--- config.mk ---
export PLATFORM = sky130hd
export DESIGN_NAME = reset_sequencer
export DESIGN_NICKNAME = d
export VERILOG_FILES = /design/src/rtl/reset_sequencer.sv
export SDC_FILE = /design/constraint.sdc
export NUM_CORES = 1
export LEC_CHECK = 0
export ABC_AREA = 1
export CAP_MARGIN = 20
export CORE_ASPECT_RATIO = 0.6
export CORE_UTILIZATION = 54
export CTS_BUF_LIST = sky130_fd_sc_hd__clkbuf_4 sky130_fd_sc_hd__clkbuf_8
export CTS_CLUSTER_SIZE = 24
export DETAILED_ROUTE_END_ITERATION = 12
export GPL_TIMING_DRIVEN = 0
export PLACE_DENSITY_LB_ADDON = 0.12
export SLEW_MARGIN = 30
export SYNTH_ARGS = -nofsm -noshare
export SYNTH_HDL_FRONTEND = slang
export SYNTH_SLANG_ARGS = --single-unit
export TNS_END_PERCENT = 5
--- constraint.sdc ---
create_clock -name sys_clk_i -period 8 [get_ports sys_clk_i]
set_input_delay 2.4 -clock sys_clk_i [delete_from_list [all_inputs] [get_ports sys_clk_i]]
set_output_delay 2.4 -clock sys_clk_i [all_outputs]
set_load 0.005 [all_outputs]
--- src/rtl/reset_sequencer.sv ---
// Ordered release of NUM_STAGES downstream resets, with done timeouts, retries,
// re-sequencing when a done drops, and heartbeat/status outputs for debug LEDs.
module reset_sequencer #(
    parameter int                    NUM_STAGES  = 4,
    parameter int                    HOLD_CYCLES = 1024,
    parameter int                    STAGE_DELAY = 256,
    parameter int                    TIMEOUT     = 65535,
    parameter int                    MAX_RETRIES = 2,
    parameter logic [NUM_STAGES-1:0] DONE_MASK   = '0,
    parameter int                    HB_BIT      = 27,
    parameter int                    CNT_W       = 17
) (
    input  logic                  sys_clk_i,
    input  logic                  sys_rst_i,
    input  logic                  ext_rst_i,
    input  logic [NUM_STAGES-1:0] done_i,
    output logic [NUM_STAGES-1:0] rst_o,
    output logic                  all_done_o,
    output logic                  timeout_o,
    output logic                  fault_o,
    output logic [2:0]            fail_stage_o,
    output logic                  heartbeat_o,
    output logic [2:0]            state_o
);

    typedef enum logic [2:0] {
        S_HOLD    = 3'd0,
        S_RELEASE = 3'd1,
        S_WAIT    = 3'd2,
        S_SETTLE  = 3'd3,
        S_RUN     = 3'd4,
        S_FAULT   = 3'd5
    } state_t;

    localparam int RETRY_W = (MAX_RETRIES < 1) ? 1 : $clog2(MAX_RETRIES + 1);
    localparam logic [CNT_W-1:0]   HOLD_LAST    = CNT_W'(HOLD_CYCLES - 1);
    localparam logic [CNT_W-1:0]   SETTLE_LAST  = CNT_W'(STAGE_DELAY - 1);
    localparam logic [CNT_W-1:0]   TIMEOUT_LAST = CNT_W'(TIMEOUT - 1);
    localparam logic [2:0]         LAST_STAGE   = 3'(NUM_STAGES - 1);
    localparam logic [RETRY_W-1:0] RETRY_MAX    = RETRY_W'(MAX_RETRIES);

    logic                  r_ext_meta, r_ext_sync;
    logic [NUM_STAGES-1:0] r_done_meta, r_done_sync;
    state_t                r_state;
    logic [CNT_W-1:0]      r_cnt;
    logic [2:0]            r_k;
    logic [RETRY_W-1:0]    r_retry;
    logic [NUM_STAGES-1:0] r_rst;
    logic                  r_timeout;
    logic [2:0]            r_fail;
    logic [HB_BIT:0]       r_hb;

    logic [NUM_STAGES-1:0] w_done_eff;
    logic                  w_done_cur;
    logic                  w_lost;
    logic [2:0]            w_lost_idx;
    logic                  w_reseq;
    logic [CNT_W-1:0]      w_cnt_inc;
    state_t                w_state_nxt;
    logic [CNT_W-1:0]      w_cnt_nxt;
    logic [2:0]            w_k_nxt;
    logic [RETRY_W-1:0]    w_retry_nxt;
    logic [NUM_STAGES-1:0] w_rst_nxt;
    logic                  w_timeout_nxt;
    logic [2:0]            w_fail_nxt;

    // NOTE: clocked state uses non-blocking assignments so every flop samples
    // the pre-edge value; blocking here would collapse the 2-flop synchronizer.
    always_ff @(posedge sys_clk_i or posedge sys_rst_i) begin
        if (sys_rst_i) begin
            r_ext_meta  <= 1'b0;
            r_ext_sync  <= 1'b0;
            r_done_meta <= '0;
            r_done_sync <= '0;
        end else begin
            r_ext_meta  <= ext_rst_i;
            r_ext_sync  <= r_ext_meta;
            r_done_meta <= done_i;
            r_done_sync <= r_done_meta;
        end
    end

    assign w_done_eff = r_done_sync | DONE_MASK;
    assign w_cnt_inc  = (r_cnt == '1) ? r_cnt : r_cnt + 1'b1;

    // Descending scan so the lowest lost stage wins; only stages below k count
    // outside RUN, since stage k itself is still legitimately coming up.
    always_comb begin
        w_lost     = 1'b0;
        w_lost_idx = '0;
        w_done_cur = 1'b0;
        for (int i = NUM_STAGES - 1; i >= 0; i--) begin
            if (!w_done_eff[i] && ((r_state == S_RUN) || (i < int'(r_k)))) begin
                w_lost     = 1'b1;
                w_lost_idx = 3'(i);
            end
            if (i == int'(r_k)) begin
                w_done_cur = w_done_eff[i];
            end
        end
    end

    assign w_reseq = w_lost && (r_state inside {S_WAIT, S_SETTLE, S_RUN});

    // NOTE: every signal gets a default before the branches so no path leaves
    // one unassigned, which would otherwise infer a latch.
    always_comb begin
        w_state_nxt   = r_state;
        w_cnt_nxt     = r_cnt;
        w_k_nxt       = r_k;
        w_retry_nxt   = r_retry;
        w_rst_nxt     = r_rst;
        w_timeout_nxt = r_timeout;
        w_fail_nxt    = r_fail;
        if (r_ext_sync) begin
            w_state_nxt = S_HOLD;
            w_cnt_nxt   = '0;
            w_k_nxt     = '0;
            w_retry_nxt = '0;
            w_rst_nxt   = '1;
        end else if (w_reseq) begin
            w_state_nxt = S_HOLD;
            w_cnt_nxt   = '0;
            w_k_nxt     = w_lost_idx;
            w_retry_nxt = '0;
            for (int i = 0; i < NUM_STAGES; i++) begin
                if (i >= int'(w_lost_idx)) w_rst_nxt[i] = 1'b1;
            end
        end else begin
            case (r_state)
                S_HOLD: begin
                    if (r_cnt == HOLD_LAST) begin
                        w_cnt_nxt   = '0;
                        w_state_nxt = S_RELEASE;
                    end else begin
                        w_cnt_nxt = w_cnt_inc;
                    end
                end
                S_RELEASE: begin
                    for (int i = 0; i < NUM_STAGES; i++) begin
                        if (i == int'(r_k)) w_rst_nxt[i] = 1'b0;
                    end
                    w_cnt_nxt   = '0;
                    w_state_nxt = S_WAIT;
                end
                S_WAIT: begin
                    if (w_done_cur) begin
                        w_cnt_nxt   = '0;
                        w_state_nxt = S_SETTLE;
                    end else if (r_cnt == TIMEOUT_LAST) begin
                        w_timeout_nxt = 1'b1;
                        w_fail_nxt    = r_k;
                        w_cnt_nxt     = '0;
                        for (int i = 0; i < NUM_STAGES; i++) begin
                            if (i == int'(r_k)) w_rst_nxt[i] = 1'b1;
                        end
                        if (r_retry < RETRY_MAX) begin
                            w_retry_nxt = r_retry + 1'b1;
                            w_state_nxt = S_HOLD;
                        end else begin
                            w_state_nxt = S_FAULT;
                        end
                    end else begin
                        w_cnt_nxt = w_cnt_inc;
                    end
                end
                S_SETTLE: begin
                    if (r_cnt == SETTLE_LAST) begin
                        w_retry_nxt = '0;
                        w_cnt_nxt   = '0;
                        if (r_k == LAST_STAGE) begin
                            w_state_nxt = S_RUN;
                        end else begin
                            w_k_nxt     = r_k + 1'b1;
                            w_state_nxt = S_RELEASE;
                        end
                    end else begin
                        w_cnt_nxt = w_cnt_inc;
                    end
                end
                S_RUN:   ;
                S_FAULT: ;
                default: w_state_nxt = S_HOLD;
            endcase
        end
    end

    always_ff @(posedge sys_clk_i or posedge sys_rst_i) begin
        if (sys_rst_i) begin
            r_state   <= S_HOLD;
            r_cnt     <= '0;
            r_k       <= '0;
            r_retry   <= '0;
            r_rst     <= '1;
            r_timeout <= 1'b0;
            r_fail    <= '0;
            r_hb      <= '0;
        end else begin
            r_state   <= w_state_nxt;
            r_cnt     <= w_cnt_nxt;
            r_k       <= w_k_nxt;
            r_retry   <= w_retry_nxt;
            r_rst     <= w_rst_nxt;
            r_timeout <= w_timeout_nxt;
            r_fail    <= w_fail_nxt;
            r_hb      <= r_hb + 1'b1;
        end
    end

    assign rst_o        = r_rst;
    assign all_done_o   = (r_state == S_RUN);
    assign fault_o      = (r_state == S_FAULT);
    assign timeout_o    = r_timeout;
    assign fail_stage_o = r_fail;
    assign state_o      = r_state;
    // Blink 8x faster in FAULT so the LED alone distinguishes a hang from a fault.
    assign heartbeat_o  = (r_state == S_FAULT) ? r_hb[HB_BIT-3] : r_hb[HB_BIT];

endmodule
==> run summary, run 1 <==
outcome = completed
syn_nets = 509
max cap viols = 0
CTS sink count = 71
IO buf count = 20
# DRC = 0
slowest cell on the critical path = clkdlybuf4s50_1
Peak VDD IR = 0.114 mV
first-pass iteration count of the detailed router = 5
top cell type by total area after synthesis = dfrtp_1
Worst path max stage delay = 520 ps
critical path depth in cells = 7
fmax = 0.224 GHz
worst-skew pair later-pin latency = 360 ps
crit end category = output port
Slew headroom = 54.2%
fin crit share = 55.8%
R2R cell count = 11
cell area after synthesis = 0.00391 sq mm
Synth async-reset ratio = 100%
final weighted congestion in routability-driven placement = 0.900
Total GRT Usage = 24.8%
worst hold path type = flop to flop
Critical Path Fanout Max = 5
post-DR vias/cell = 5.45
final WL = 8.51 mm
WS Path Type = flop to output port
most frequent cell after synthesis = nand2_1
Die ar. = 0.00760 sq mm
placed insts = 602
num ports = 21
RSZ-0062 raised after global routing = false
FF+latch area = 0.00178 sq mm
Post-DRT Antenna Nets = 0
Synth cell types = 35
Yosys top cell area share = 42.9%
area of the core = 0.00682 sq mm
Worst Skew = 10.7 ps
min Tclk post-route = 4460 ps
leakage power = 0.00215 uW
Post-CTS Resized = 0
FILL cells = 602
top post-synthesis cells by area = dfrtp_1, nand2_1, inv_1
CTS max path bufs = 2
Synthesis Warnings = 0
WHS Path Cells = 0
Final setup viols = 0
largest net degree at the start of global routing = 50
#FFs+latches synth = 71
root buffer cell = clkbuf_8
post-DR wirelength/cell = 13.8 um
Critical Path Start Type = flop
Pwr Density = 225 mW/mm^2
1st-iter DRT viols = 358
Sum Neg Setup Slack = 0 ps
total gr overflow = 0
critical-path cell list = inv_2 > nor2_1 > inv_1 > nor2_1 > nand2_1 > o21ai_0 > clkdlybuf4s50_1
multi-input logic area = 0.00183 sq mm
Commonest cells post-synth = nand2_1, dfrtp_1, inv_1
H-Tree Depth = 3
Hold Vio Cnt, Final = 0
delay-heaviest family, CP = buffers and inverters
Cells after Synth = 494
Layout Cells excl Fill = 617
number of enable flip-flop cells after synthesis = 0
worst endpoint required time = 5600 ps
Synth Flop Type = dfrtp_1
number of global-route vias before repair = 3,015
die height = 67.9 um
Initial Util = 57.3%
NumNets Final = 541
initial antenna violation count = 0
ANT cells = 0
Slew @ Worst Pin = 681 ps
TritonCTS Buffers = 9
setup bufs post-CTS = 0
sum of buffers and inverters on the critical path = 3
Die X = 112 um
row count = 23
sequential fraction of the synthesis area = 45.6%
total power = 997 uW
first-pass GRT wire length = 14.4 mm
Max Slew Vio Count = 0
arrival time at the worst endpoint = 2060 ps
share of layout cells above drive strength 1 = 8.68%
DP HPWL = 6.36 mm
vias = 3,361
CP dominant cell by count = nor2_1
P&R area growth vs syn = 13.6%
CTS tree = yes
Syn Area/Cell = 7.91 sq um
clock transition at the registers of the reported paths = 70 ps
hold_buf cts = 0
## layer usage
layer | up-vias | global-route usage (%) | part of all wire, %
met5 | - | 0 | 0
met4 | 0 | 7.94 | 1.3
met2 | 117 | 36.3 | 41
met3 | 13 | 6.47 | 7.4
met1 | 1580 | 36.0 | 50
li1 | 1651 | - | -
## layout make-up
type	count	share of cell area [%]
repair buffers	21	5.13
plain buffers	3	0.592
multi-input cells	347	41.1
inverters	73	6.26
clock inverters	1	0.676
well taps	87	2.45
flip-flops and latches	71	40.1
clock buffers	14	3.63
## power by group
part / leakage, uW / switching (uW) / internal, uW
clock network: 0.000102 / 125 / 160
registers: 0.000933 / 31.5 / 394
logic: 0.00112 / 184 / 102
## worst reg2reg max path: stages (launching register included)
cell	delay, ps
dfrtp_1	480
ha_1	250
ha_1	220
nand3_1	90
nand3_1	70
nand2_1	60
nand2_1	140
nor2_1	140
nor2_1	90
o21ai_4	330
inv_2	180
nor2_1	140
## path summary, 6_finish.rpt
| kind | startpoint | slack [ps] | end |
|---|---|---|---|
| setup / recovery | state_o[2] | 3540 | heartbeat_o |
| hold / removal | r_done_meta[0] | 350 | r_done_sync[0] |
| setup reg to reg | r_k[0] | 5740 | r_cnt[10] |
| hold reg to reg | r_done_meta[0] | 350 | r_done_sync[0] |
| max in group asynchronous | sys_rst_i | 5100 | r_cnt[13] |
| min in group asynchronous | sys_rst_i | 2360 | r_cnt[8] |
## state kept, by name (all words and copies together), names as in the netlist
register      count
fail_stage_o      3
state_o           3
rst_o             4
r_done_sync       4
r_cnt            17
r_ext_sync        1
r_ext_meta        1
r_done_meta       4
r_k               3
r_retry           2
timeout_o         1
r_hb             28
## kinds of logic (layout without fill, tap and decap cells)
family          after synthesis  after routing  synth area share, %
buf+inv                      76            112                 7.71
flops                        71             71                 45.6
xor+xnor                     27             27                 6.05
simple gates                275            275                 32.4
fa+ha+maj                     8              8                 2.56
compound gates               37             37                 5.76
## through the flow
step / instance area [sq um] / util, % / worst slack [ps] / hold slack [ps]
4_1_cts: 4440 / 65.1 / 3490 / 351
2_1_floorplan: 3910 / - / 3810 / 331
3_3_place_gp: 4220 / 61.9 / 2620 / 333
3_5_place_dp: 4250 / 62.3 / 3900 / 336
6_report: 4440 / 65.1 / 3540 / 348
5_1_grt: 4440 / 65.1 / 3370 / 360
## cells in the final DEF, fill, tap and decap left out, types with 2 or more instances in the layout
| master | instances |
|---|---|
| dfrtp_1 | 67 |
| ha_1 | 8 |
| nor4_1 | 5 |
| nand3_2 | 3 |
| o21ai_1 | 3 |
| clkbuf_4 | 5 |
| nand3_1 | 44 |
| nand2_1 | 116 |
| inv_1 | 65 |
| a21oi_1 | 8 |
| clkbuf_8 | 9 |
| nor3_1 | 19 |
| dfstp_2 | 4 |
| xor2_1 | 21 |
| and2_1 | 2 |
| nor2_1 | 55 |
| nand2_2 | 5 |
| nand4_1 | 20 |
| o21ai_4 | 2 |
| inv_2 | 5 |
| xnor2_1 | 6 |
| buf_6 | 2 |
| o21ai_0 | 17 |
| clkdlybuf4s50_1 | 20 |
| nand4_2 | 3 |
(Power assumes the default switching activity.)
==> run 2, diff against run 1 <==
==> constraint.sdc (replaced) <==
create_clock -name sys_clk_i -period 4.1 [get_ports sys_clk_i]
set_input_delay 1.23 -clock sys_clk_i [delete_from_list [all_inputs] [get_ports sys_clk_i]]
set_output_delay 1.23 -clock sys_clk_i [all_outputs]
set_load 0.005 [all_outputs]
==> results of run 2 <==
The final DEF is identical to that of run 1. Status: completed.
Among the figures that moved: setup slack after placement 3900 ps -> 1170 ps; setup slack after layout 3540 ps -> 806 ps; register-to-register setup slack 5740 ps -> 1840 ps; total power 997 uW -> 1950 uW; worst IR drop on VDD 0.114 mV -> 0.223 mV
